===== src/rtl/pixel_mem_reader.sv =====
// rtl/pixel_mem_reader.sv - raster frame scanner from pixel memory to a valid/ready pixel stream
// Define PIXREAD_BYTE_UNPACK_EN to unpack four little-endian 8-bit pixels from each 32-bit word.
module pixel_mem_reader #(
  parameter int WIDTH     = 256,
  parameter int HEIGHT    = 256,
  parameter int ADDR_W    = 16,
  parameter int BASE_ADDR = 0,
  parameter int PIX_W     = 8
) (
  input  logic              clk,
  input  logic              reset,
  input  logic              start,
  output logic              mem_rd,
  output logic [ADDR_W-1:0] mem_addr,
  input  logic [31:0]       mem_rdata,
  output logic [PIX_W-1:0]  pix_data,
  output logic              pix_valid,
  input  logic              pix_ready,
  output logic              pix_sof,
  output logic              pix_eol,
  output logic              busy,
  output logic              done
);
  localparam int NPIX = WIDTH * HEIGHT;
`ifdef PIXREAD_BYTE_UNPACK_EN
  localparam int NW = NPIX / 4;
`else
  localparam int NW = NPIX;
`endif
  localparam int WW = $clog2(NW + 1);
  localparam int XW = (WIDTH > 1) ? $clog2(WIDTH) : 1;
  localparam int YW = (HEIGHT > 1) ? $clog2(HEIGHT) : 1;

  typedef enum logic [1:0] {IDLE, SCAN, DRAIN, DONE} state_t;

  state_t            state;
  logic [31:0]       wbuf [2];
  logic              head;
  logic              tail;
  logic [1:0]        count;
  logic              inflight;
  logic [WW-1:0]     rd_idx;
  logic [ADDR_W-1:0] last_addr;
  logic [ADDR_W-1:0] next_addr;
  logic [XW-1:0]     x;
  logic [YW-1:0]     y;
  logic [2:0]        occ;
  logic              xfer;
  logic              pop;
  logic              last_pix;
  logic [31:0]       head_word;
  logic [PIX_W-1:0]  head_pix;

  assign head_word = wbuf[head];
  assign pix_valid = (count != 2'd0);
  assign xfer      = pix_valid & pix_ready;

`ifdef PIXREAD_BYTE_UNPACK_EN
  logic [1:0] sub;
  assign head_pix = PIX_W'(head_word[{sub, 3'b000} +: 8]);
  assign pop      = xfer & (sub == 2'd3);
`else
  logic unused_hi;
  assign head_pix  = head_word[PIX_W-1:0];
  assign unused_hi = ^head_word;
  assign pop       = xfer;
`endif

  // The read in flight counts against the two slots, so a returning word always has room.
  assign occ       = 3'(count) + 3'(inflight) - 3'(pop);
  assign mem_rd    = (state == SCAN) && (occ < 3'd2);
  assign next_addr = ADDR_W'(BASE_ADDR) + ADDR_W'(rd_idx);
  assign mem_addr  = mem_rd ? next_addr : last_addr;

  assign last_pix  = (x == XW'(WIDTH - 1)) && (y == YW'(HEIGHT - 1));
  assign pix_data  = pix_valid ? head_pix : '0;
  assign pix_sof   = pix_valid && (x == '0) && (y == '0);
  assign pix_eol   = pix_valid && (x == XW'(WIDTH - 1));

  always_ff @(posedge clk) begin
    if (!reset) begin
      state     <= IDLE;
      head      <= 1'b0;
      tail      <= 1'b0;
      count     <= 2'd0;
      inflight  <= 1'b0;
      rd_idx    <= '0;
      last_addr <= ADDR_W'(BASE_ADDR);
      x         <= '0;
      y         <= '0;
      busy      <= 1'b0;
      done      <= 1'b0;
`ifdef PIXREAD_BYTE_UNPACK_EN
      sub       <= 2'd0;
`endif
    end else begin
      inflight <= mem_rd;
      count    <= count + 2'(inflight) - 2'(pop);
      if (inflight) begin
        wbuf[tail] <= mem_rdata;
        tail       <= ~tail;
      end
      if (pop) head <= ~head;
      if (mem_rd) begin
        last_addr <= next_addr;
        rd_idx    <= rd_idx + WW'(1);
      end
      if (xfer) begin
`ifdef PIXREAD_BYTE_UNPACK_EN
        sub <= sub + 2'd1;
`endif
        if (x == XW'(WIDTH - 1)) begin
          x <= '0;
          y <= (y == YW'(HEIGHT - 1)) ? '0 : y + YW'(1);
        end else begin
          x <= x + XW'(1);
        end
      end
      done <= 1'b0;
      case (state)
        IDLE: begin
          if (start) begin
            state  <= SCAN;
            busy   <= 1'b1;
            rd_idx <= '0;
          end
        end
        SCAN: begin
          if (mem_rd && (rd_idx == WW'(NW - 1))) state <= DRAIN;
        end
        DRAIN: begin
          // The final transfer also empties the buffer, since every word has been consumed.
          if (xfer && last_pix) begin
            state <= DONE;
            busy  <= 1'b0;
            done  <= 1'b1;
          end
        end
        DONE:    state <= IDLE;
        default: state <= IDLE;
      endcase
    end
  end
endmodule


===== config.mk =====
export PLATFORM = sky130hd
export DESIGN_NAME = pixel_mem_reader
export DESIGN_NICKNAME = d
export VERILOG_FILES = /design/src/rtl/pixel_mem_reader.sv
export SDC_FILE = /design/constraint.sdc
export NUM_CORES = 1
export LEC_CHECK = 0
export ABC_AREA = 1
export CAP_MARGIN = 0
export CELL_PAD_IN_SITES_DETAIL_PLACEMENT = 0
export CELL_PAD_IN_SITES_GLOBAL_PLACEMENT = 2
export CORE_MARGIN = 3
export CORE_UTILIZATION = 32
export CTS_CLUSTER_DIAMETER = 120
export CTS_CLUSTER_SIZE = 25
export DETAILED_ROUTE_END_ITERATION = 8
export HOLD_SLACK_MARGIN = 0.05
export MAX_ROUTING_LAYER = met4
export PLACE_DENSITY = 0.93
export SYNTH_ARGS = -nofsm -noshare
export SYNTH_HDL_FRONTEND = slang
export SYNTH_SLANG_ARGS = --single-unit
export TNS_END_PERCENT = 100

===== constraint.sdc =====
create_clock -name clk -period 8.2 [get_ports clk]
set_input_delay 1.64 -clock clk [delete_from_list [all_inputs] [get_ports clk]]
set_output_delay 1.64 -clock clk [all_outputs]
set_load 0.05 [all_outputs]

==> implementation parameters <==
Parameter                              Value

STA
  Minimum setup slack in the final design ... approximately 1300 ps
  Final worst path period need ... 6860 ps
  Tightest slew margin relative to the limit ... 0.274
  Final clock period utilization by the worst path ... 0.837
  Number of endpoints failing setup at the final stage ... 0
  Clock Skew ... about 7.9 ps
  Aggregate negative setup slack ... 0 ps
  Max-slew violation total from the final report ... 0
  Transition time of the tightest slew-check pin ... between 1000 and 1500 ps
  Final number of hold-violating endpoints ... 0
  Unrepaired setup endpoints after global routing ... no
  Highest clock rate ... around 150 MHz

Critical path
  Number of gates on the worst path with buffers counted ... 15
  Combined buffer and inverter count along the critical path ... 7
  RR Endpoint ... rd_idx[10]
  Family with the most delay on the worst path ... buffers and inverters
  Slowest cell delay on critical path ... ~800 ps
  Critical Path Start Type ... input pin
  Reg-to-Reg Start ... count[1]
  CP Capture Type ... primary output
  Reg2Reg Depth ... 19
  Most used cell along the critical path ... inv_1
  Cell with the largest stage delay on the worst path ... clkdlybuf4s50_1
  Data required time of the worst path ... 6560 ps
  Cell-by-cell listing of the critical path ... clkdlybuf4s50_1, nand2_4, inv_1, ha_1, inv_1, ha_1, inv_1, fa_1, nand2_1, inv_1, nand3_4, inv_2, nand2_1, nand2_1, clkdlybuf4s50_1
  Crit path kind ... in -> out
  Maximum fanout encountered on the critical timing path ... 42
  Crit path DAT ... between 5000 and 6000 ps
  R2r setup slk ... 4280 ps

Hold path
  Worst Hold Depth ... 1
  Hold-critical path endpoint ... head
  Hold Path Class ... reg -> reg
  Hold path startpoint ... head

Detailed routing
  Router iterations before antenna repair ... 4
  Remaining antenna violation count after routing ... 0
  Detailed-route wire length ... between 7000 and 8000 um
  DRC violation count after routing ... 0
  Total via count in the routed design ... approximately 2700
  Post-DR wirelength/cell ... roughly 12 um
  Post-detailed-route via-to-cell ratio ... 4.45
  DRC violation total after the first TritonRoute iteration ... around 110

Floorplan
  Number of top-level pins ... 66
  Initial core utilization ... 0.332
  Die Y ... roughly 110 um
  Die Wd ... 110 um
  Count of standard-cell rows ... 37
  Core area ... about 0.010 sq mm
  Die Footprint ... about 0.012 sq mm

Clock tree
  CTS hold repair buffers ... 0
  Clock latency on the worst-skew pair ... between 300 and 400 ps
  PostCTS Resize Cnt ... 0
  Buffer cell driving the clock tree root ... clkbuf_8
  CTS Buf Count ... 9
  Number of buffers on the longest clock path ... 2
  CTS tree ... yes
  Deepest level of the CTS H-tree ... 3
  Sink count of the clock tree ... between 70 and 80
  Clock Pin Slew Worst Setup and Hold Paths ... ~80 ps
  Buffer count from post-CTS setup fixing ... 0

Layout
  Number of fill cells ... about 1100
  Multi-input logic area ... 0.00152 sq mm
  Final core utilization ... 0.402
  Nets ... between 500 and 600
  Number of antenna diodes ... 0
  Layout overhead on the synthesized area ... 21.3%
  Fraction of final layout cells sized beyond drive strength 1 ... 0.0851
  Cell Count, Final, Fillers Out ... ~620
  Sequential cell area ... 0.00166 sq mm

Global routing
  Initial antenna violation count ... 0
  Total track usage ... 0.129
  Largest net degree at the start of global routing ... between 40 and 50
  Global-route congestion overflow total ... 0
  Number of global-route vias before repair ... 2589
  Global-route wire length before repair ... 11800 um

Logic synthesis
  Post-synth top area cell ... dfxtp_1
  Area share of the leading cell type in the synthesized netlist ... 0.342
  Average size of a mapped cell ... approximately 8.0 sq um
  Post-synthesis register bit count ... 75
  Leading post-synthesis cells by cell area ... dfxtp_1 (34%), edfxtp_1 (14%), nand2_1 (10%)
  Mapped cell area ... 0.00345 sq mm
  Synth warn ... 0
  Post-Synthesis Net Count ... slightly below 500
  Sequential element share of the synthesized area ... 0.481
  Synthesized instance count ... ~430
  Count of cell types in the netlist ... 30

Power and ir drop
  Worst vdd ir ... between 0.15 and 0.2 mV
  Leakage power figure ... between 0.0015 and 0.002 uW
  Final total power ... ~1100 uW
  Power density normalized to cell area ... 266 mW/mm^2

Placement
  Post-DP HPWL ... just over 5000 um
  Quantity of I/O buffers inserted on ports ... ~40
  Post-placement worst setup slack ... 1320 ps
  Weighted congestion reported at the end of routability-driven placement ... a little under 0.8
  Placed cells ... approximately 600

Run status
  Status ... complete, no violations

Job
  Max-Cap Viols ... 0
cells in the final DEF, fill, tap and decap left out, types with 4 or more instances in the layout:
cell	n
ha_1	11
inv_2	4
inv_1	53
nand2_1	92
nor3_1	20
and2_1	14
nand4_1	8
clkdlybuf4s50_1	41
dfxtp_1	59
edfxtp_1	16
o21ai_0	8
a21oi_1	33
nor2_1	45
nand3_1	14
xor2_1	4
nand2_2	6
clkbuf_8	9
o21ai_1	18
how the worst max path moves through the flow:
stage          startpoint           to  slack [ps]
2_1_floorplan   pix_ready  mem_addr[0]        2490
3_3_place_gp    pix_ready  mem_addr[5]        1290
3_5_place_dp    pix_ready  mem_addr[5]        1320
4_1_cts         pix_ready  mem_addr[5]        1270
5_1_grt         pix_ready  mem_addr[5]        1020
6_report        pix_ready  mem_addr[5]        1340
state kept, by name, summed over array words and instances (netlist names), named ones only:
register   flops
busy           1
count          2
done           1
head           1
inflight       1
last_addr     16
rd_idx        17
state          2
tail           1
wbuf          16
x              8
y              8
cells in the mapped netlist (all sizes together):
cell type and count:
a211oi 2, a21oi 35, and2 14, buf 5
clkbuf 5, dfxtp 59, edfxtp 16, fa 1
ha 11, inv 58, nand2 100, nand3 15
nand4 8, nor2 52, nor3 22, o21ai 26
xnor2 1, xor2 4
stage by stage:
| step | hold slack [ps] | instance area [sq um] |
|---|---|---|
| floorplan | 425 | 3450 |
| global placement | 435 | 3990 |
| detailed placement | 447 | 3990 |
| CTS | 458 | 4190 |
| global route | 494 | 4190 |
| finish | 457 | 4190 |
routing by layer:
metal	part of all wire	track usage
met4	0.012	0.0321
met5	0	-
met3	0.035	0.0352
met2	0.45	0.203
met1	0.51	0.166
cell type report:
cell class,count,share of cell area
well taps,136,0.0406
clock buffers,9,0.0296
flip-flops and latches,75,0.397
repair buffers,42,0.0997
clock inverters,7,0.0179
inverters,58,0.0526
multi-input cells,291,0.363
report_power, final:
group	switching [uW]	internal [uW]	leakage [uW]	total [uW]
Clock	146	142	0.0000939	288
Combinational	280	117	0.000862	397
Sequential	22.5	408	0.000621	430
cells by family (layout without fill, tap and decap cells):
family          after synthesis  in the layout  share of synthesized area
simple gates                211            211                      0.287
fa+ha+maj                    12             12                     0.0457
buf+inv                      68            116                     0.0783
compound gates               63             63                     0.0949
xor+xnor                      5              5                     0.0127
flops                        75             75                      0.481
Note: power is estimated with default switching activity, not from simulation.
